## src/rtl/am_mod_stream_if.sv

```systemverilog
// Baseband-in / AM-out stream bundle for am_mod_stream.
// master = sample source and output consumer, slave = the modulator.
interface am_mod_stream_if;
  logic        in_valid;
  logic [7:0]  in_data;
  logic        in_ready;
  logic        underrun;
  logic        out_valid;
  logic [15:0] out_data;

  modport master (
    output in_valid,
    output in_data,
    input  in_ready,
    input  underrun,
    input  out_valid,
    input  out_data
  );

  modport slave (
    input  in_valid,
    input  in_data,
    output in_ready,
    output underrun,
    output out_valid,
    output out_data
  );
endinterface

```

## src/rtl/am_mod_stream.sv

```systemverilog
// Streaming AM modulator: NCO + quarter-wave sine LUT carrier times DC-offset envelope.
// Latency 4 clocks phase->out_data; output never backpressured, input paced one sample per RATE_DIV clocks via in_ready, en low stalls everything.
module am_mod_stream #(
  parameter int unsigned PHASE_W     = 32,
  parameter int unsigned FCW_DEFAULT = 429496730,
  parameter int unsigned RATE_DIV    = 100,
  parameter int unsigned DC_OFFSET   = 128
) (
  input  logic               clk,
  input  logic               rst,
  input  logic               en,
  input  logic               fcw_wr,
  input  logic [PHASE_W-1:0] fcw_data,
  am_mod_stream_if.slave     bus
);

  localparam int unsigned CNT_W = (RATE_DIV > 2) ? $clog2(RATE_DIV) : 1;
  localparam logic [CNT_W-1:0] CNT_MAX = CNT_W'(RATE_DIV - 1);

  logic [PHASE_W-1:0] fcw;
  logic [PHASE_W-1:0] phase_acc;
  logic [7:0]         s1_p;
  logic [1:0]         s2_q;
  logic [6:0]         s2_mag;
  logic signed [7:0]  s3_sine;
  logic [8:0]         env;
  logic [CNT_W-1:0]   cnt;
  logic [2:0]         fill;
  logic [15:0]        out_data_r;
  logic               out_valid_r;
  logic               underrun_r;

  logic [5:0]         lut_addr;
  logic [6:0]         lut_rd;
  logic signed [7:0]  sine_nxt;
  logic signed [15:0] am_prod;
  logic [8:0]         env_sum;
  logic               take;

  // Odd quadrants walk the quarter wave backwards: 63-i == ~i.
  assign lut_addr = s1_p[6] ? ~s1_p[5:0] : s1_p[5:0];

  always_comb begin
    lut_rd = 7'd0;
    case (lut_addr)
      6'd0:  lut_rd = 7'd2;
      6'd1:  lut_rd = 7'd5;
      6'd2:  lut_rd = 7'd8;
      6'd3:  lut_rd = 7'd11;
      6'd4:  lut_rd = 7'd14;
      6'd5:  lut_rd = 7'd17;
      6'd6:  lut_rd = 7'd20;
      6'd7:  lut_rd = 7'd23;
      6'd8:  lut_rd = 7'd26;
      6'd9:  lut_rd = 7'd29;
      6'd10: lut_rd = 7'd32;
      6'd11: lut_rd = 7'd35;
      6'd12: lut_rd = 7'd38;
      6'd13: lut_rd = 7'd41;
      6'd14: lut_rd = 7'd44;
      6'd15: lut_rd = 7'd47;
      6'd16: lut_rd = 7'd50;
      6'd17: lut_rd = 7'd53;
      6'd18: lut_rd = 7'd56;
      6'd19: lut_rd = 7'd58;
      6'd20: lut_rd = 7'd61;
      6'd21: lut_rd = 7'd64;
      6'd22: lut_rd = 7'd67;
      6'd23: lut_rd = 7'd69;
      6'd24: lut_rd = 7'd72;
      6'd25: lut_rd = 7'd74;
      6'd26: lut_rd = 7'd77;
      6'd27: lut_rd = 7'd79;
      6'd28: lut_rd = 7'd82;
      6'd29: lut_rd = 7'd84;
      6'd30: lut_rd = 7'd86;
      6'd31: lut_rd = 7'd89;
      6'd32: lut_rd = 7'd91;
      6'd33: lut_rd = 7'd93;
      6'd34: lut_rd = 7'd95;
      6'd35: lut_rd = 7'd97;
      6'd36: lut_rd = 7'd99;
      6'd37: lut_rd = 7'd101;
      6'd38: lut_rd = 7'd103;
      6'd39: lut_rd = 7'd105;
      6'd40: lut_rd = 7'd106;
      6'd41: lut_rd = 7'd108;
      6'd42: lut_rd = 7'd110;
      6'd43: lut_rd = 7'd111;
      6'd44: lut_rd = 7'd113;
      6'd45: lut_rd = 7'd114;
      6'd46: lut_rd = 7'd115;
      6'd47: lut_rd = 7'd117;
      6'd48: lut_rd = 7'd118;
      6'd49: lut_rd = 7'd119;
      6'd50: lut_rd = 7'd120;
      6'd51: lut_rd = 7'd121;
      6'd52: lut_rd = 7'd122;
      6'd53: lut_rd = 7'd123;
      6'd54: lut_rd = 7'd124;
      6'd55: lut_rd = 7'd124;
      6'd56: lut_rd = 7'd125;
      6'd57: lut_rd = 7'd125;
      6'd58: lut_rd = 7'd126;
      6'd59: lut_rd = 7'd126;
      6'd60: lut_rd = 7'd127;
      6'd61: lut_rd = 7'd127;
      6'd62: lut_rd = 7'd127;
      6'd63: lut_rd = 7'd127;
    endcase
  end

  // Lower half-cycle (q=2,3) negates the magnitude.
  always_comb begin
    sine_nxt = $signed({1'b0, s2_mag});
    if (s2_q[1]) begin
      sine_nxt = -$signed({1'b0, s2_mag});
    end
  end

  // |env*sine| <= 255*127 fits in 16 signed bits, so wrap-free truncation.
  assign am_prod = 16'($signed({1'b0, env})) * 16'(s3_sine);

  assign env_sum = 9'(DC_OFFSET) + {bus.in_data[7], bus.in_data};

  assign bus.in_ready = en && (cnt == CNT_MAX);
  assign take         = bus.in_ready && bus.in_valid;

  always_ff @(posedge clk) begin
    if (rst) begin
      fcw         <= PHASE_W'(FCW_DEFAULT);
      phase_acc   <= '0;
      s1_p        <= '0;
      s2_q        <= '0;
      s2_mag      <= '0;
      s3_sine     <= '0;
      env         <= 9'(DC_OFFSET);
      cnt         <= '0;
      fill        <= '0;
      out_data_r  <= '0;
      out_valid_r <= 1'b0;
      underrun_r  <= 1'b0;
    end else begin
      if (fcw_wr) begin
        fcw <= fcw_data;
      end
      underrun_r <= bus.in_ready && !bus.in_valid;
      // out_valid is itself the fourth stage of the fill chain.
      out_valid_r <= en && fill[2];
      if (en) begin
        phase_acc  <= phase_acc + fcw;
        s1_p       <= phase_acc[PHASE_W-1 -: 8];
        s2_q       <= s1_p[7:6];
        s2_mag     <= lut_rd;
        s3_sine    <= sine_nxt;
        out_data_r <= am_prod;
        fill       <= {fill[1:0], 1'b1};
        cnt        <= (cnt == CNT_MAX) ? '0 : cnt + CNT_W'(1);
        if (take) begin
          env <= env_sum;
        end
      end
    end
  end

  assign bus.out_data  = out_data_r;
  assign bus.out_valid = out_valid_r;
  assign bus.underrun  = underrun_r;

endmodule
```

## src/flat_wrapper.sv

```systemverilog
// flat-port wrapper written by rule: the top's interface ports become plain ports
module am_mod_stream_flat 
#(
  parameter int unsigned PHASE_W     = 32,
  parameter int unsigned FCW_DEFAULT = 429496730,
  parameter int unsigned RATE_DIV    = 100,
  parameter int unsigned DC_OFFSET   = 128
)
  (clk, rst, en, fcw_wr, fcw_data, bus_in_valid, bus_in_data, bus_in_ready, bus_underrun, bus_out_valid, bus_out_data);
  am_mod_stream_if bus_i ();
  input  logic clk;
  input  logic rst;
  input  logic en;
  input  logic fcw_wr;
  input  logic [PHASE_W-1:0] fcw_data;
  input wire logic [$bits(bus_i.in_valid)-1:0] bus_in_valid;
  input wire logic [$bits(bus_i.in_data)-1:0] bus_in_data;
  output wire logic [$bits(bus_i.in_ready)-1:0] bus_in_ready;
  output wire logic [$bits(bus_i.underrun)-1:0] bus_underrun;
  output wire logic [$bits(bus_i.out_valid)-1:0] bus_out_valid;
  output wire logic [$bits(bus_i.out_data)-1:0] bus_out_data;
  assign bus_i.in_valid = bus_in_valid;
  assign bus_i.in_data = bus_in_data;
  assign bus_in_ready = bus_i.in_ready;
  assign bus_underrun = bus_i.underrun;
  assign bus_out_valid = bus_i.out_valid;
  assign bus_out_data = bus_i.out_data;
  am_mod_stream #(.PHASE_W(PHASE_W), .FCW_DEFAULT(FCW_DEFAULT), .RATE_DIV(RATE_DIV), .DC_OFFSET(DC_OFFSET)) u_core (.clk(clk), .rst(rst), .en(en), .fcw_wr(fcw_wr), .fcw_data(fcw_data), .bus(bus_i));
endmodule
```

## config.mk

```make
export PLATFORM = sky130hd
export DESIGN_NAME = am_mod_stream_flat
export DESIGN_NICKNAME = d
export VERILOG_FILES = /design/src/rtl/am_mod_stream_if.sv /design/src/rtl/am_mod_stream.sv /design/src/flat_wrapper.sv
export SDC_FILE = /design/constraint.sdc
export NUM_CORES = 1
export LEC_CHECK = 0
export CAP_MARGIN = 20
export CORE_UTILIZATION = 60
export DETAILED_ROUTE_END_ITERATION = 6
export HOLD_SLACK_MARGIN = 0.1
export PLACE_DENSITY = 0.81
export RECOVER_POWER = 100
export SLEW_MARGIN = 20
export SYNTH_ARGS = -nofsm -noshare
export SYNTH_HDL_FRONTEND = slang
export SYNTH_SLANG_ARGS = --single-unit
export TNS_END_PERCENT = 20
```

## constraint.sdc

```tcl
create_clock -name clk -period 6 [get_ports clk]
set_clock_uncertainty 0.05 [all_clocks]
set_input_delay 0.9 -clock clk [delete_from_list [all_inputs] [get_ports clk]]
set_output_delay 0.9 -clock clk [all_outputs]
set_load 0.005 [all_outputs]
```

==> metrics, run 1 <==
status=complete, but fails checks; failing checks=design-rule violations, max-capacitance violations, max-slew violations; R2R Path Start=u_core.s3_sine[7]; Sw Ratio=0.307; register bit total from synthesis=124; RSZ-0062 raised after global routing=no; pre-CTS setup slack=1.35 ns; Hold Fails Final Rpt=0; non-filler cells, final=1285; global-route wire length before repair=36000 µm; wire length per cell=16.3 µm; Critical Path Fanout Max=47; DRT iter0 DRCs=447; port bufs=63; fmax=0.196 GHz; cts repair resizes=0; # Max-Cap Violations=3; Startpoint Class=primary input; synth warn=0; Hold WC Path Type=reg2reg; flop2flop setup slack=1.25 ns; Final Max Tran Viols=101; GRT Total Usage=0.284; core area=0.0146 mm²; logic gate share of total power=0.223; CTS sink count=124; Die ar.=0.0156 mm²; GR Util met1=0.350; Setup violations, final=0; instance count on the critical path=5; vias in the first global route=7618; drt pass-1 iters=7; post-CTS setup buffer count=0; FILL cells=1155; largest net degree at the start of global routing=57; max_slew headroom=-0.831; final worst path period share=0.851; dpl cell area=0.00972 mm²; design area=0.0103 mm²; most used routing layer=met2; top cell family by delay on the critical path=buffers and inverters; layout net count=1249; drt drc=8; worst reg2reg path endpoint=u_core.bus.out_data[15]; GR Util met3=0.0415; num ports=64; Mapped Area=0.00908 mm²; total CTS buffers=17; crit-path cells=clkbuf_1 -> nand4_1 -> nor4_1 -> buf_4 -> dlygate4sd3_1; slowest cell on the critical path=clkbuf_1; chip height=125 µm; diode count=0; beginning of the critical path=en; via count=7786; kind of critical path=in2out; Area growth, synth to finish=13.7%; slack of the critical path=0.893 ns; final WL=21000 µm; average cell area after synthesis=8.58 µm²; crit path capture type=output port; clk_lat worst skew=0.43 ns; share of cells above drive strength 1=0.0509; Sw Pwr=795 µW; clock buffer depth=2; clk slew on worst S/H paths=0.06 ns; critical path endpoint=bus_in_ready; CP arrival=4.16 ns; ys flop type=dfxtp_1; Period minus WS final=5.11 ns; R2R depth=14; Crit path largest cell delay=1.91 ns; Seq pwr share=0.362; Cell variety after synth=82; PwrDens=251 mW/mm²; Syn Nets=1219; Seq/Total Area, Yosys=0.273; DPL Wire Length=14700 µm; met2 usage=0.502; DR vias/cell=6.06; CTS tree=built; Clock Power Share=0.415; root buf cell=clkbuf_16; fin util=0.705; CTS H-tree depth=4; Post-synth ARST share=0; GP Congestion=0.899; DP Cell Count=1253; CTS Hold Bufs=0; CP bufs+invs=3; post-route ant nets=0; Internal Power=1.79 mW; Max VDD drop=0.210 mV; EDFF count, synth=0; starting density of the core=0.620; Die W=125 µm; Crit path required time=5.05 ns; Rows=44; Mapped Cells=1058; setup_tns=0 ns; leakage=4.57 nW; initial antenna violation count=0; grt total ovfl=0; worst-margin pin slew=2.75 ns
## through the flow
| step | hold WS [ns] | total power, mW |
|---|---|---|
| after floorplan | 0.382 | 1.38 |
| final | 0.411 | 2.59 |
| after detailed placement | 0.399 | 1.52 |
| after global placement | 0.395 | 1.50 |
| after global routing | 0.429 | 2.71 |
| after CTS | 0.415 | 2.59 |
## flip-flops by register name (all words and copies together) (netlist names)
register / cells
u_core.fcw: 32
u_core.bus.out_valid: 1
u_core.cnt: 7
u_core.s2_q: 1
u_core.s1_p: 8
u_core.bus.underrun: 1
u_core.s2_mag: 7
u_core.s3_sine: 8
u_core.phase_acc: 32
u_core.bus.out_data: 16
u_core.fill: 3
u_core.env: 8
## power by group through the flow
stage | Clock [mW] | Combinational (mW) | Sequential [mW]
4_1_cts | 1.09 | 0.571 | 0.936
3_5_place_dp | 0 | 0.562 | 0.953
5_1_grt | 1.12 | 0.646 | 0.945
6_report | 1.07 | 0.577 | 0.937
3_3_place_gp | 0 | 0.551 | 0.951
2_1_floorplan | 0 | 0.445 | 0.935
## metal layers
metal,up-vias,share of wire
met5,-,0
met4,0,0.019
met3,38,0.039
met2,197,0.50
met1,3728,0.44
li1,3823,-
## tightest hold or removal path, cell delays in order, from the launching register on
cell and delay, ns:
dfxtp_1 0.31, nand2_1 0.06, a21oi_1 0.05
## cell families (layout without fill, tap and decap cells)
kind of cell / after synthesis / after routing / synth area share
AND/OR/NAND/NOR: 358 / 358 / 0.194
AO/OA/AOI/OAI: 233 / 233 / 0.181
buffers and inverters: 128 / 171 / 0.0566
flip-flops: 124 / 124 / 0.273
adder cells (fa/ha/maj): 116 / 116 / 0.191
multiplexers: 60 / 60 / 0.0663
XOR/XNOR: 39 / 39 / 0.0376
## cell usage in the layout, fill, tap and decap left out, types with 7 or more instances in the layout
| cell | count |
|---|---|
| dfxtp_1 | 124 |
| nor2_1 | 100 |
| nand2_1 | 84 |
| ha_1 | 78 |
| inv_1 | 69 |
| mux2i_1 | 59 |
| a21oi_1 | 57 |
| and2_1 | 43 |
| clkdlybuf4s50_1 | 41 |
| nand3_1 | 40 |
| fa_1 | 38 |
| o21ai_0 | 36 |
| xnor2_1 | 24 |
| a211oi_1 | 24 |
| nor3_1 | 22 |
| dlygate4sd3_1 | 19 |
| clkbuf_16 | 17 |
| xor2_1 | 15 |
| o211ai_1 | 15 |
| a21o_1 | 15 |
| nor2b_1 | 14 |
| nand4_1 | 12 |
| o311ai_0 | 7 |
| o21a_1 | 7 |
## cells in the mapped netlist, types with 4 or more instances
cell       instances  area, µm²
xnor2_1           24        210
dfxtp_1          124       2480
o311ai_0           7       61.3
fa_1              38        761
or3_1              4       25.0
a21boi_0           4       30.0
a211oi_1          24        180
nand4_1           12       75.1
clkbuf_1          44        165
and3_1             5       31.3
and4_1             5       43.8
a311oi_1           5       43.8
o21bai_1           5       37.5
a2111oi_0          4       35.0
o21ai_0           36        180
ha_1              78        976
nand2_1           84        315
a21oi_1           57        285
nand3_1           40        200
nand3b_1           4       30.0
o21a_1             7       52.6
a211o_1            4       35.0
nand2b_1           5       31.3
mux2i_1           59        591
nor2_1            99        372
inv_1             69        259
xor2_1            15        131
nor3_1            22        110
and2_1            45        282
o211ai_1          15        113
o221ai_1           4       35.0
nor2b_1           14       87.6
a21o_1            15        113
buf_2              5       25.0
## layout make-up
class / instances / area [µm²] / share of cell area
multi-input combinational: 806 / 6080 / 0.589
sequential: 124 / 2480 / 0.241
timing repair buffer: 68 / 647 / 0.0627
clock buffer: 18 / 429 / 0.0416
inverter: 71 / 267 / 0.0258
tap: 184 / 230 / 0.0223
clock inverter: 14 / 184 / 0.0178
## worst min-delay path by stage
stage / from / to / slack (ns) / depth (start not counted)
floorplan: u_core.phase_acc[15] / u_core.phase_acc[15] / 0.38 / 2
global placement: u_core.phase_acc[19] / u_core.phase_acc[19] / 0.40 / 2
detailed placement: u_core.bus.out_data[12] / u_core.bus.out_data[12] / 0.40 / 1
CTS: u_core.bus.out_data[0] / u_core.bus.out_data[0] / 0.42 / 2
global route: u_core.bus.out_data[0] / u_core.bus.out_data[0] / 0.43 / 2
finish: u_core.bus.out_data[0] / u_core.bus.out_data[0] / 0.41 / 2
Note: power is estimated with default switching activity, not from simulation.
==> run 2: changes to the inputs <==
==> constraint.sdc (replaced) <==
create_clock -name clk -period 4.7 [get_ports clk]
set_clock_uncertainty 0.05 [all_clocks]
set_input_delay 0.705 -clock clk [delete_from_list [all_inputs] [get_ports clk]]
set_output_delay 0.705 -clock clk [all_outputs]
set_load 0.005 [all_outputs]
==> metrics, run 2 (synthesis gave the netlist of run 1 again) <==
status=complete, but fails checks; failing checks=design-rule violations, max-capacitance violations, max-slew violations; fmax=0.224 GHz; CTS H-tree depth=4; final worst path period share=0.951; largest net degree at the start of global routing=59; Area growth, synth to finish=13.6%; GP Congestion=0.956; starting density of the core=0.620; Max VDD drop=0.313 mV; DRT iter0 DRCs=476; worst-margin pin slew=2.41 ns; share of cells above drive strength 1=0.0580; CTS Hold Bufs=0; final WL=21300 µm; Multi-input gate area=0.00606 mm²; Critical Path Fanout Max=9; Hold WC Path Type=reg2reg; grt total ovfl=0; FILL cells=1133; Hold Fails Final Rpt=0; total CTS buffers=17; fin util=0.704; Pwr Total=3.28 mW; drt pass-1 iters=7; # Max-Cap Violations=1; root buf cell=clkbuf_16; post-route ant nets=0; Crit path required time=4.98 ns; DPL Wire Length=14900 µm; DP Cell Count=1255; num ports=64; wire length per cell=16.6 µm; core area=0.0146 mm²; hold path cells=2; GRT Total Usage=0.284; vias in the first global route=7546; via count=7831; kind of critical path=reg2reg; clock buffer depth=2; drt drc=8; CTS sink count=124; cts repair resizes=0; Period minus WS final=4.47 ns; chip height=125 µm; most common cell after layout, fill and taps aside=dfxtp_1; CP arrival=4.75 ns; Startpoint Class=flip-flop; non-filler cells, final=1287; initial antenna violation count=0; clk_lat worst skew=0.42 ns; port bufs=63; Final Max Tran Viols=34; CTS tree=built; Setup violations, final=0; max_slew headroom=-0.605; R2R depth=15; post-CTS setup buffer count=0; Die W=125 µm; Reg area=0.00249 mm²; PwrDens=318 mW/mm²; layout net count=1251; Die ar.=0.0156 mm²; Rows=44; clk slew on worst S/H paths=0.06 ns; diode count=0; global-route wire length before repair=36000 µm; DR vias/cell=6.08; leakage=4.57 nW; RSZ-0062 raised after global routing=yes; crit path capture type=flip-flop; most frequent cells in the layout=116 x dfxtp_1, 99 x nor2_1, 84 x nand2_1, 78 x ha_1, 69 x inv_1
run 2: path summary, 6_finish.rpt:
kind	slack [ns]	from	to
min	0.41	u_core.bus.out_data[13]	u_core.bus.out_data[13]
max	0.23	u_core.env[6]	u_core.bus.out_data[15]
max reg2reg	0.23	u_core.env[6]	u_core.bus.out_data[15]
min reg2reg	0.41	u_core.bus.out_data[13]	u_core.bus.out_data[13]
run 2: cell type report:
type                            count  area share
Clock buffer                       19      0.0430
Clock inverter                     13      0.0158
Inverter                           71      0.0258
Multi-Input combinational cell    806       0.587
Sequential cell                   124       0.242
Tap cell                          184      0.0223
Timing Repair Buffer               70      0.0642
run 2: critical path, cell delays in order (launching register included):
cell,delay (ns)
dfxtp_1,0.47
and2_1,0.20
fa_1,0.44
fa_1,0.53
inv_1,0.05
fa_1,0.46
fa_1,0.54
inv_1,0.04
ha_1,0.30
o21ai_0,0.11
o21ai_1,0.20
a31o_2,0.20
a41oi_1,0.14
a211o_1,0.30
xnor2_1,0.12
a211oi_1,0.22
run 2: power breakdown:
| part | switching (mW) | total [mW] | internal, mW |
|---|---|---|---|
| clock | 0.498 | 1.35 | 0.849 |
| sequential | 0.0674 | 1.20 | 1.13 |
| combinational | 0.428 | 0.737 | 0.309 |
| total | 0.994 | 3.28 | 2.29 |
run 2: stage by stage:
stage                     cell area (µm²)  hold slack, ns  setup WS (ns)  TNS (ns)
after floorplan                      9080           0.382          0.299         0
after global placement               9730           0.394          0.209         0
after detailed placement             9730           0.400          0.117         0
after CTS                           10300           0.417         0.0903         0
after global routing                10300           0.435        -0.0377   -0.0377
final                               10300           0.410          0.229         0
run 2: per-layer routing:
| layer | up-vias | share of wire | routed length, µm | GRT usage |
|---|---|---|---|---|
| met5 | - | 0 | 0 | 0 |
| met4 | 0 | 0.022 | 461 | 0.105 |
| met3 | 44 | 0.052 | 1120 | 0.0539 |
| met2 | 240 | 0.49 | 10400 | 0.487 |
| met1 | 3724 | 0.44 | 9310 | 0.356 |
| li1 | 3823 | - | - | - |
